[src/rtl/scara_kin_pkg.sv]
// Shared types and constants for the SCARA kinematics blocks.
package scara_kin_pkg;

    localparam int unsigned ANGLE_W  = 13;
    localparam int unsigned POS_W    = 15;
    localparam int unsigned LEN_W    = 14;
    localparam int unsigned Z_W      = ANGLE_W + 3;
    localparam int unsigned K_W      = 16;
    localparam int unsigned CORDIC_K = 39797;
    localparam int unsigned ATAN_N   = 16;

    localparam int POS_MAX = (2 ** (POS_W - 1)) - 1;
    localparam int POS_MIN = -(2 ** (POS_W - 1));

    // atan(2^-i) in 16-bit binary-angle units (65536 = one revolution)
    localparam logic [Z_W-1:0] atan_tab [0:ATAN_N-1] = '{
        16'd8192, 16'd4836, 16'd2555, 16'd1297,
        16'd651,  16'd326,  16'd163,  16'd81,
        16'd41,   16'd20,   16'd10,   16'd5,
        16'd3,    16'd1,    16'd1,    16'd0
    };

    typedef enum logic [2:0] {
        FK_IDLE,
        FK_LOAD1,
        FK_ROT1,
        FK_LOAD2,
        FK_ROT2,
        FK_SUM,
        FK_DONE
    } fk_state_t;

    // Clamp a signed integer position into the POS_W output range
    function automatic logic [POS_W-1:0] sat_pos(input int v);
        if (v > POS_MAX) begin
            return POS_W'(POS_MAX);
        end else if (v < POS_MIN) begin
            return POS_W'(POS_MIN);
        end
        return POS_W'(v);
    endfunction

endpackage

[src/rtl/cordic_rotator.sv]
// Iterative rotation-mode CORDIC: one micro-rotation per clock after start.
// done is high during the cycle in which the final iteration executes, so the
// caller can leave its rotate state on that edge and find x/y final next cycle.
module cordic_rotator
    import scara_kin_pkg::*;
#(
    parameter int unsigned ITER = 16,
    parameter int unsigned DW   = 22
) (
    input  logic          clk,
    input  logic          reset,
    input  logic          start,
    input  logic [DW-1:0] x0,
    input  logic [DW-1:0] y0,
    input  logic [Z_W-1:0] z0,
    output logic [DW-1:0] x,
    output logic [DW-1:0] y,
    output logic          done
);

    localparam int unsigned CNT_W = (ITER > 1) ? $clog2(ITER) : 1;

    logic signed [DW-1:0]  x_q, x_d, y_q, y_d;
    logic signed [Z_W-1:0] z_q, z_d;
    logic [CNT_W-1:0]      iter_q, iter_d;
    logic                  run_q, run_d;
    logic                  done_q, done_d;
    logic signed [DW-1:0]  x_sh_c, y_sh_c;
    logic signed [Z_W-1:0] atan_c;

    // Load on start, otherwise rotate toward z = 0 while running
    always_comb begin
        x_d    = x_q;
        y_d    = y_q;
        z_d    = z_q;
        iter_d = iter_q;
        run_d  = run_q;
        done_d = 1'b0;
        x_sh_c = x_q >>> iter_q;
        y_sh_c = y_q >>> iter_q;
        atan_c = $signed(atan_tab[4'(iter_q)]);
        if (start) begin
            x_d    = $signed(x0);
            y_d    = $signed(y0);
            z_d    = $signed(z0);
            iter_d = '0;
            run_d  = 1'b1;
            done_d = (ITER == 1);
        end else if (run_q) begin
            if (!z_q[Z_W-1]) begin
                x_d = x_q - y_sh_c;
                y_d = y_q + x_sh_c;
                z_d = z_q - atan_c;
            end else begin
                x_d = x_q + y_sh_c;
                y_d = y_q - x_sh_c;
                z_d = z_q + atan_c;
            end
            if (iter_q == CNT_W'(ITER - 1)) begin
                run_d = 1'b0;
            end else begin
                iter_d = iter_q + CNT_W'(1);
            end
            done_d = (ITER > 1) && (iter_q == CNT_W'(ITER - 2));
        end
    end

    // Rotator state registers
    always_ff @(posedge clk or posedge reset) begin
        if (reset) begin
            x_q    <= '0;
            y_q    <= '0;
            z_q    <= '0;
            iter_q <= '0;
            run_q  <= 1'b0;
            done_q <= 1'b0;
        end else begin
            x_q    <= x_d;
            y_q    <= y_d;
            z_q    <= z_d;
            iter_q <= iter_d;
            run_q  <= run_d;
            done_q <= done_d;
        end
    end

    assign x    = x_q;
    assign y    = y_q;
    assign done = done_q;

endmodule

[src/rtl/forward_kinematics.sv]
// Two-link SCARA forward kinematics on one time-shared CORDIC rotator.
// Optional macro FK_ROUND_EN: round-half-up on the final fractional drop
// (default build truncates toward -inf).
module forward_kinematics
    import scara_kin_pkg::*;
#(
    parameter int unsigned ITER = 16,
    parameter int unsigned FRAC = 4
) (
    input  logic               clk,
    input  logic               reset,
    input  logic               enable,
    input  logic [ANGLE_W-1:0] th1,
    input  logic [ANGLE_W-1:0] th2,
    input  logic [LEN_W-1:0]   l1,
    input  logic [LEN_W-1:0]   l2,
    output logic               busy,
    output logic               dataReady,
    output logic [POS_W-1:0]   xPos,
    output logic [POS_W-1:0]   yPos
);

    localparam int unsigned DW     = 18 + FRAC;
    localparam int unsigned PROD_W = LEN_W + K_W;
    localparam logic signed [ANGLE_W:0] QTR  = (ANGLE_W + 1)'(2048);
    localparam logic signed [ANGLE_W:0] NQTR = -QTR;
    localparam logic signed [ANGLE_W:0] HALF = (ANGLE_W + 1)'(4096);
`ifdef FK_ROUND_EN
    localparam logic signed [DW-1:0] RND_HALF = DW'(2 ** (FRAC - 1));
`endif

    fk_state_t            state_q, state_d;
    logic [ANGLE_W-1:0]   th1_q, th1_d, th2_q, th2_d;
    logic [LEN_W-1:0]     l1_q, l1_d, l2_q, l2_d;
    logic signed [DW-1:0] acc_x_q, acc_x_d, acc_y_q, acc_y_d;
    logic                 busy_q, busy_d;
    logic                 ready_q, ready_d;
    logic [POS_W-1:0]     x_pos_q, x_pos_d, y_pos_q, y_pos_d;

    logic [ANGLE_W-1:0]       ang_c;
    logic signed [ANGLE_W:0]  ang_ext_c;
    logic [LEN_W-1:0]         len_c;
    logic [PROD_W-1:0]        prod_c;
    logic signed [DW-1:0]     mag_c;
    logic                     flip_c;
    logic [ANGLE_W-1:0]       z_pre_c;
    logic signed [DW-1:0]     x0_c;
    logic [Z_W-1:0]           z0_c;
    logic                     start_c;
    logic signed [DW-1:0]     rot_x, rot_y;
    logic                     rot_done;
    logic signed [DW-1:0]     sum_x_c, sum_y_c, rnd_x_c, rnd_y_c, int_x_c, int_y_c;

    // Rotator setup for the current link: angle select, K scaling, quadrant fold
    always_comb begin
        ang_c = th1_q;
        len_c = l1_q;
        if (state_q == FK_LOAD2) begin
            ang_c = ANGLE_W'(th1_q + th2_q);
            len_c = l2_q;
        end
        ang_ext_c = {ang_c[ANGLE_W-1], ang_c};
        prod_c    = PROD_W'(len_c) * PROD_W'(K_W'(CORDIC_K));
        mag_c     = $signed(DW'(prod_c >> (K_W - FRAC)));
        flip_c    = 1'b0;
        z_pre_c   = ang_c;
        if (ang_ext_c > QTR) begin
            flip_c  = 1'b1;
            z_pre_c = ANGLE_W'(ang_ext_c - HALF);
        end else if (ang_ext_c < NQTR) begin
            flip_c  = 1'b1;
            z_pre_c = ANGLE_W'(ang_ext_c + HALF);
        end
        x0_c    = flip_c ? -mag_c : mag_c;
        z0_c    = {z_pre_c, 3'b000};
        start_c = (state_q == FK_LOAD1) || (state_q == FK_LOAD2);
    end

    cordic_rotator #(
        .ITER (ITER),
        .DW   (DW)
    ) u_rot (
        .clk   (clk),
        .reset (reset),
        .start (start_c),
        .x0    (x0_c),
        .y0    (DW'(0)),
        .z0    (z0_c),
        .x     (rot_x),
        .y     (rot_y),
        .done  (rot_done)
    );

    // Second-link sum and fixed-point to integer conversion
    always_comb begin
        sum_x_c = acc_x_q + rot_x;
        sum_y_c = acc_y_q + rot_y;
`ifdef FK_ROUND_EN
        rnd_x_c = sum_x_c + RND_HALF;
        rnd_y_c = sum_y_c + RND_HALF;
`else
        rnd_x_c = sum_x_c;
        rnd_y_c = sum_y_c;
`endif
        int_x_c = rnd_x_c >>> FRAC;
        int_y_c = rnd_y_c >>> FRAC;
    end

    // Sequencing FSM: capture, two rotations, accumulate, publish
    always_comb begin
        state_d = state_q;
        th1_d   = th1_q;
        th2_d   = th2_q;
        l1_d    = l1_q;
        l2_d    = l2_q;
        acc_x_d = acc_x_q;
        acc_y_d = acc_y_q;
        ready_d = 1'b0;
        x_pos_d = x_pos_q;
        y_pos_d = y_pos_q;
        case (state_q)
            FK_IDLE: begin
                if (enable) begin
                    th1_d   = th1;
                    th2_d   = th2;
                    l1_d    = l1;
                    l2_d    = l2;
                    state_d = FK_LOAD1;
                end
            end
            FK_LOAD1: state_d = FK_ROT1;
            FK_ROT1: begin
                if (rot_done) begin
                    state_d = FK_LOAD2;
                end
            end
            FK_LOAD2: begin
                acc_x_d = rot_x;
                acc_y_d = rot_y;
                state_d = FK_ROT2;
            end
            FK_ROT2: begin
                if (rot_done) begin
                    state_d = FK_SUM;
                end
            end
            FK_SUM: begin
                acc_x_d = sum_x_c;
                acc_y_d = sum_y_c;
                x_pos_d = sat_pos(32'(int_x_c));
                y_pos_d = sat_pos(32'(int_y_c));
                ready_d = 1'b1;
                state_d = FK_DONE;
            end
            FK_DONE: state_d = FK_IDLE;
            default: state_d = FK_IDLE;
        endcase
        busy_d = (state_d != FK_IDLE);
    end

    // Control and datapath registers
    always_ff @(posedge clk or posedge reset) begin
        if (reset) begin
            state_q <= FK_IDLE;
            th1_q   <= '0;
            th2_q   <= '0;
            l1_q    <= '0;
            l2_q    <= '0;
            acc_x_q <= '0;
            acc_y_q <= '0;
            busy_q  <= 1'b0;
            ready_q <= 1'b0;
            x_pos_q <= '0;
            y_pos_q <= '0;
        end else begin
            state_q <= state_d;
            th1_q   <= th1_d;
            th2_q   <= th2_d;
            l1_q    <= l1_d;
            l2_q    <= l2_d;
            acc_x_q <= acc_x_d;
            acc_y_q <= acc_y_d;
            busy_q  <= busy_d;
            ready_q <= ready_d;
            x_pos_q <= x_pos_d;
            y_pos_q <= y_pos_d;
        end
    end

    assign busy      = busy_q;
    assign dataReady = ready_q;
    assign xPos      = x_pos_q;
    assign yPos      = y_pos_q;

endmodule
[config.mk]
export PLATFORM = sky130hd
export DESIGN_NAME = forward_kinematics
export DESIGN_NICKNAME = d
export VERILOG_FILES = /design/src/rtl/scara_kin_pkg.sv /design/src/rtl/cordic_rotator.sv /design/src/rtl/forward_kinematics.sv
export SDC_FILE = /design/constraint.sdc
export NUM_CORES = 1
export LEC_CHECK = 0
export CELL_PAD_IN_SITES_DETAIL_PLACEMENT = 1
export CELL_PAD_IN_SITES_GLOBAL_PLACEMENT = 1
export CORE_UTILIZATION = 26
export CTS_CLUSTER_DIAMETER = 40
export DETAILED_ROUTE_END_ITERATION = 7
export PLACE_DENSITY = 0.47
export SYNTH_ARGS = -nofsm -noshare
export SYNTH_HDL_FRONTEND = slang
export SYNTH_SLANG_ARGS = --single-unit
[constraint.sdc]
create_clock -name clk -period 12.1 [get_ports clk]
set_input_delay 1.815 -clock clk [delete_from_list [all_inputs] [get_ports clk]]
set_output_delay 1.815 -clock clk [all_outputs]
set_load 0.005 [all_outputs]
==> flow_summary.ini, run 1 <==
[outcome]
status = finished clean

[logic_synthesis]
synth_seq_cells = 199
synth_cells = 2428
ys_types = 90
synth-edff-count = 0
synth_seq_area_share_pct = 23.0
yosysWarningCount = 0
synth.cell_area_um2 = 21600
synth_ff_type = dfrtp_1
async_flop_share_pct = 100
synth_nets = 2799
syn_avg_cell_area_um2 = 8.91

[hold_path]
min-delay-start = yPos[14]
hold_path.class = reg -> reg
hold_path_end = yPos[14]
holdPathStages = 1

[critical_path]
cp.required_ns = 12.51
crit_path_max_incr_delay_ns = 0.61
cp_data_arrival_time_ns = 9.33
ff2ff_setup_slack_ns = 3.17
r2r_start = state_q[1]
critPathKind = reg -> reg
reg2reg_to = u_rot.x[16]
cp-end-kind = flip-flop
critPathMaxFanout = 46
critPathSlowestCell = buf_4
rr_worst_depth = 30
start_kind = flip-flop

[timing]
fin_worst_skew_ns = 0.0254
hold_violations = 0
finalSetupViolations = 0
rsz0062_at_grt = no
worst_pin_slew_ns = 1.17
tns_ns = 0
holdWs_ns = 0.485
slew_violations = 0
maxSlewHeadroom_pct = 22.1
fin_crit_ns = 8.93
fin_crit_sh_pct = 73.8
fmax_mhz = 112

[drt]
firstDrtPassIters = 4
routed_wl_um = 70100
drc = 0
wl_per_cell_um = 19.8
drtIter0Drc = 885
routed_via_density = 5.09
vias = 17994
antenna_left = 0

[clock_tree]
cts_tree = done
cts_inserted_buffers = 17
cts_resized = 0
clockBufferDepth = 2
clkSlewWorstSetupHoldPaths_ns = 0.09
cts_setup_buffers = 0
holdBufCountCts = 0
clock_latency_ns = 0.52
root_buffer = clkbuf_16
cts.htree.levels = 4
clock_sinks = 199

[floorplan]
fp.dieH_um = 290
die_x_um = 290
rows = 105
ios = 89
die_area_um2 = 84400
start_util_pct = 26.3
core_um2 = 82200

[grt]
grt_max_degree = 86
overflow = 0
track_usage_pct = 17.1
met2_usage_pct = 30.8
grt_use_met1_pct = 21.4
antenna_found_initial = 1
grt_pass1_vias = 19511
top_usage_layer = met2
grt_util_met3_pct = 2.10
grt_first_pass_wirelength_um = 113000

[cells_and_area]
drive_gt1_share_pct = 8.81
syn2layout_area_growth_pct = 12.3
fin_nets = 2820
n_antenna_cell = 0
instances_no_fill = 3532

[placement]
io_buffers = 88
hpwlAfterDp_um = 53900
gp_congestion = 0.839
dp_cells = 3500

[flow_run]
drv_cap = 0
## synth_stat cells, drive strengths merged (8+ instances only)
master	instances	area share [%]
mux2	76	4.0
inv	180	3.1
xnor2	91	3.7
o21a	22	0.76
o31ai	8	0.28
mux2i	55	2.5
nand2	249	4.3
or3	20	0.58
o21ai	106	2.5
nor3b	11	0.46
buf	35	0.72
a222oi	9	0.42
a31oi	29	0.87
mux4	49	5.1
a21o	34	1.2
or2	9	0.26
nand2b	26	0.75
nor3	62	1.5
a21oi	157	3.6
xor2	56	2.3
a22oi	24	0.83
and3	14	0.40
a211oi	40	1.4
o21bai	15	0.52
nor2b	31	0.90
clkbuf	72	1.3
and2	17	0.49
nand3	83	1.9
ha	226	13
dfrtp	199	23
a221o	15	0.69
fa	88	8.1
nor2	191	3.3
## per-layer routing
metal | vias to the layer above | part of all wire, %
met5 | - | 0
met4 | 0 | 1.9
met3 | 56 | 1.7
met2 | 152 | 51
met1 | 9060 | 45
li1 | 8726 | -
## worst max path at each step
stage | cells after the start | endpoint | slack [ns] | startpoint
after floorplan | 29 | u_rot.x[16] | 3.72 | state_q[2]
after global placement | 30 | u_rot.x[16] | 3.27 | state_q[1]
after detailed placement | 28 | u_rot.x[16] | 3.11 | state_q[2]
after CTS | 30 | u_rot.x[16] | 3.11 | state_q[1]
after global routing | 30 | u_rot.x[16] | 2.52 | state_q[1]
final | 30 | u_rot.x[16] | 3.17 | state_q[1]
## through the flow
step	area [um^2]	utilization, %	worst slack, ns
6_report	24300	29.5	3.17
5_1_grt	24300	29.5	2.52
4_1_cts	24300	29.5	3.11
3_5_place_dp	23600	28.7	3.11
3_3_place_gp	23600	28.7	3.27
2_1_floorplan	21600	-	3.72
## critical path: cells and delay by family (launching register included)
kind | cells | cell delay [ns]
fa+ha+maj | 8 | 3.15
simple gates | 8 | 2.19
mux | 1 | 0.23
buf+inv | 6 | 0.91
flops | 1 | 0.57
compound gates | 7 | 1.77
## flip-flops by register name, summed over array words and instances (netlist names)
name and cells:
th1_q 13, acc_x_q 22, u_rot.iter_q 4, acc_y_q 22
u_rot.x 22, state_q 3, dataReady 1, l2_q 14
l1_q 14, busy 1, u_rot.done 1, u_rot.z_q 16
u_rot.run_q 1, yPos 15, u_rot.y 22, xPos 15
th2_q 13
## logic make-up (layout without fill, tap and decap cells)
group	count (synthesis)	in the layout	share of synthesized area [%]
AOI/OAI and AO/OA	551	551	16.8
xor gates and xnor gates	147	147	5.95
adders and majority gates	314	314	21.2
buffers and inverters	288	322	5.11
DFF	199	199	23.0
muxes	180	180	11.6
and+or+nand+nor	749	749	16.3
## area by class of cell
| class | count | area (um^2) |
|---|---|---|
| Clock buffer | 18 | 439 |
| Inverter | 181 | 687 |
| Fill cell | 9547 | 58000 |
| Tap cell | 1070 | 1340 |
| Clock inverter | 14 | 226 |
| Timing Repair Buffer | 109 | 1040 |
| Multi-Input combinational cell | 1941 | 15600 |
| Sequential cell | 199 | 4980 |
## cells in the final DEF, fill, tap and decap left out, drive strengths merged, types with 21 or more instances in the layout
cell and count:
a211oi 40, a21o 34, a21oi 157, a22oi 24
a31oi 29, buf 21, clkdlybuf4s50 88, dfrtp 199
fa 88, ha 226, inv 187, mux2 76
mux2i 55, mux4 49, nand2 249, nand2b 26
nand3 83, nor2 191, nor2b 31, nor3 62
o21a 22, o21ai 106, xnor2 91, xor2 56
Power of run 1 is left out: the tool's default activity adds up to more than one toggle a clock period on the data nets, which glitch-free logic cannot reach.
==> run 2: changes to the inputs <==
- clock period: 12.1 -> 9.1 ns (I/O delays scaled with it)
==> run 2 against run 1 <==
Against the previous run: hold slack improved by 0.0076 ns; routed wire length about the same; critical endpoint unchanged; register-to-register slack lost 2.5 ns; maximum frequency grew 6.1%; count of clock-buffer cells in the layout up 2; highest routed layer unchanged.
==> flow_summary.ini, run 2 (synthesis gave the netlist of run 1 again) <==
[drt]
firstDrtPassIters = 6
routed_wl_um = 70100
routed_via_density = 5.09
met2WireLength_um = 35300
antenna_left = 0
met3_length_um = 1360
drtIter0Drc = 778
vias = 18015
drc = 0
met1_length_um = 32000
highest_layer = met4
wl_per_cell_um = 19.8

[timing]
finalSetupViolations = 0
maxSlewHeadroom_pct = 20.4
tns_ns = 0
fin_crit_sh_pct = 92.5
rsz0062_at_grt = no
fin_worst_skew_ns = 0.0285
slew_violations = 0
fin_crit_ns = 8.41
worst_pin_slew_ns = 1.19
hold_violations = 0
fmax_mhz = 119

[floorplan]
fp.dieH_um = 290
start_util_pct = 26.3
core_um2 = 82200
rows = 105
die_area_um2 = 84400
die_x_um = 290
ios = 89

[grt]
overflow = 0
antenna_found_initial = 0
grt_pass1_vias = 19331
grt_first_pass_wirelength_um = 112000
track_usage_pct = 16.9
grt_max_degree = 82

[cells_and_area]
final_cell_mix = 247 x nand2_1, 226 x ha_1, 196 x dfrtp_1, 190 x nor2_1, 175 x inv_1
layout_commonest_cell = nand2_1
syn2layout_area_growth_pct = 11.9
fin_nets = 2826
drive_gt1_share_pct = 8.92
n_antenna_cell = 0

[critical_path]
crit_start = state_q[2]
r2r_start = state_q[2]
cp_data_arrival_time_ns = 8.81
cp.required_ns = 9.50
cp_top_family = adder cells
cp-end-kind = flip-flop
critPathSlowestCell = fa_1
crit_buf_inv = 5
critPathMaxFanout = 15
critPathKind = reg -> reg
crit_path_max_incr_delay_ns = 0.52
start_kind = flip-flop

[clock_tree]
cts_tree = done
cts_inserted_buffers = 17
clkSlewWorstSetupHoldPaths_ns = 0.08
cts_setup_buffers = 0
clock_latency_ns = 0.52
clock_sinks = 199
root_buffer = clkbuf_16
clockBufferDepth = 2
cts.htree.levels = 4

[placement]
hpwlAfterDp_um = 54600
io_buffers = 88
gp_congestion = 0.839

[hold_path]
min-delay-start = xPos[0]
hold_path.class = reg -> reg

[flow_run]
drv_cap = 0

[outcome]
status = finished clean
==> run 2: stage by stage <==
| stage | setup slack, ns | hold slack, ns | cells | utilization [%] | instance area (um^2) |
|---|---|---|---|---|---|
| 2_1_floorplan | 0.718 | 0.466 | 2428 | - | 21600 |
| 3_3_place_gp | 0.771 | 0.463 | 3506 | 28.8 | 23700 |
| 3_5_place_dp | 0.545 | 0.480 | 3506 | 28.8 | 23700 |
| 4_1_cts | 0.532 | 0.498 | 3537 | 29.4 | 24200 |
| 5_1_grt | 0.0127 | 0.518 | 3537 | 29.4 | 24200 |
| 6_report | 0.687 | 0.492 | 3537 | 29.4 | 24200 |
==> run 2: path summary, 6_finish.rpt <==
check,endpoint,slack (ns),cells past startpoint
max,u_rot.x[16],0.69,29
max reg2reg,u_rot.x[16],0.69,29
min,xPos[0],0.49,2
min in group asynchronous,acc_x_q[5],1.35,2
min reg2reg,xPos[0],0.49,2
max in group asynchronous,u_rot.run_q,6.36,3
==> run 2: what timing repair did <==
item	4_1_cts	5_1_grt
hold buffers	0	0
endpoints found under the hold margin	0	0
endpoints found under the setup margin	0	1
resized for setup	0	1
==> run 2: worst min-delay path: cells and delay by family (launching register included) <==
family / cells / cell delay (ns)
flops: 1 / 0.35
simple gates: 2 / 0.11
==> run 2: layout make-up <==
type | instances | area [um^2]
Tap cell | 1070 | 1340
Timing Repair Buffer | 115 | 1080
Sequential cell | 199 | 4980
Clock inverter | 11 | 87.6
Multi-Input combinational cell | 1941 | 15600
Fill cell | 9574 | 58000
Clock buffer | 20 | 447
Inverter | 181 | 687
==> run 2: routing by layer <==
metal	global-route usage [%]	vias to the layer above
met5	0	-
met4	4.79	0
met3	1.83	52
met2	30.1	195
met1	21.6	9048
li1	-	8720
Power of run 2 is left out for the same reason.
==> run 3: changes to the inputs <==
- CORE_MARGIN: unset -> 8
- clock period: 9.1 -> 9.94 ns (I/O delays scaled with it)
==> run 3 against run 2 <==
Against the previous run: critical path depth fell by 1; global-route usage fell by 1.7 points; via count barely moved; non-clock buffer count fell by 3; utilization rose by 0.13 points; final area rose by 0.43%; count of clock-buffer cells in the layout fell by 2; hold slack got worse by 0.0042 ns; critical endpoint unchanged; critical path type unchanged; register-to-register slack improved by 0.61 ns; largest cell class unchanged.
==> flow_summary.ini, run 3 (synthesis gave the netlist of run 1 again) <==
[outcome]
status = finished clean

[grt]
grt_pass1_vias = 19427
grt_first_pass_wirelength_um = 113000
track_usage_pct = 15.2
antenna_found_initial = 1
overflow = 0
grt_max_degree = 105

[timing]
fmax_mhz = 116
slew_violations = 0
worst_pin_slew_ns = 1.17
hold_violations = 0
maxSlewHeadroom_pct = 21.9
finalSetupViolations = 0
fin_crit_sh_pct = 86.9
fin_worst_skew_ns = 0.0278
fin_crit_ns = 8.64
tns_ns = 0
rsz0062_at_grt = no
worst_slack_ns = 1.30

[critical_path]
critPathKind = reg -> reg
cp.required_ns = 10.34
rr_worst_depth = 28
crit_path_max_incr_delay_ns = 0.56
cp-end-kind = flip-flop
critPathSlowestCell = dfrtp_1
cp_data_arrival_time_ns = 9.04
start_kind = flip-flop
critPathMaxFanout = 15

[clock_tree]
cts_setup_buffers = 0
cts.htree.levels = 4
cts_resized = 0
root_buffer = clkbuf_16
clock_latency_ns = 0.52
clockBufferDepth = 2
cts_inserted_buffers = 17
holdBufCountCts = 0
clock_sinks = 199
cts_tree = done
clkSlewWorstSetupHoldPaths_ns = 0.09

[floorplan]
rows = 105
die_area_um2 = 92700
start_util_pct = 26.3
ios = 89
core_um2 = 82200
fp.dieH_um = 304
die_x_um = 304

[cells_and_area]
n_antenna_cell = 0
fin_nets = 2823
regArea_um2 = 4980
syn2layout_area_growth_pct = 12.4
multi_input_area_um2 = 15600
drive_gt1_share_pct = 8.92
final_cell_mix = 247 x nand2_1, 226 x ha_1, 196 x dfrtp_1, 190 x nor2_1, 175 x inv_1
instances_no_fill = 3535
layout_commonest_cell = nand2_1
n_fill_cell = 9557

[placement]
dp_cells = 3503
place_ws_ns = 1.25
hpwlAfterDp_um = 54400
io_buffers = 88
gp_congestion = 0.844

[drt]
antenna_left = 0
routed_wl_um = 70500
vias = 18028
wl_per_cell_um = 19.9
drc = 0
drtIter0Drc = 864
firstDrtPassIters = 5
routed_via_density = 5.10

[flow_run]
drv_cap = 0

[hold_path]
holdPathStages = 1
hold_path.class = reg -> reg
-- run 3: area by class of cell --
| cell class | instances | share of cell area, % |
|---|---|---|
| Tap cell | 1070 | 5.51 |
| Clock inverter | 14 | 0.926 |
| Multi-Input combinational cell | 1941 | 64.1 |
| Sequential cell | 199 | 20.5 |
| Inverter | 181 | 2.83 |
| Clock buffer | 18 | 1.81 |
| Timing Repair Buffer | 112 | 4.36 |
-- run 3: metrics by stage --
stage	hold WS, ns	util, %	instance area, um^2
2_1_floorplan	0.466	-	21600
3_3_place_gp	0.463	28.8	23600
3_5_place_dp	0.479	28.8	23600
4_1_cts	0.500	29.6	24300
5_1_grt	0.535	29.6	24300
6_report	0.488	29.6	24300
-- run 3: worst paths after layout --
check	start	to	slack, ns
max	state_q[2]	u_rot.x[16]	1.30
min	yPos[14]	yPos[14]	0.49
max reg2reg	state_q[2]	u_rot.x[16]	1.30
min reg2reg	yPos[14]	yPos[14]	0.49
max in group asynchronous	reset	u_rot.run_q	7.00
min in group asynchronous	reset	acc_x_q[6]	1.54
-- run 3: critical path, delay by kind of cell, from the launching register on --
| kind | cells | cell delay [ns] |
|---|---|---|
| compound gates | 7 | 1.82 |
| fa+ha+maj | 8 | 3.23 |
| buf+inv | 5 | 0.30 |
| flops | 1 | 0.56 |
| mux | 2 | 0.78 |
| simple gates | 6 | 1.81 |
-- run 3: routing by layer --
layer | vias up | GRT usage, % | share of wire, % | wire, um
met2 | 187 | 26.8 | 50 | 35100
met5 | - | 0 | 0 | 0
met1 | 9050 | 19.3 | 46 | 32300
met3 | 64 | 1.91 | 2.0 | 1390
met4 | 0 | 4.57 | 2.4 | 1720
li1 | 8727 | - | - | -
Power of run 3 is left out for the same reason.
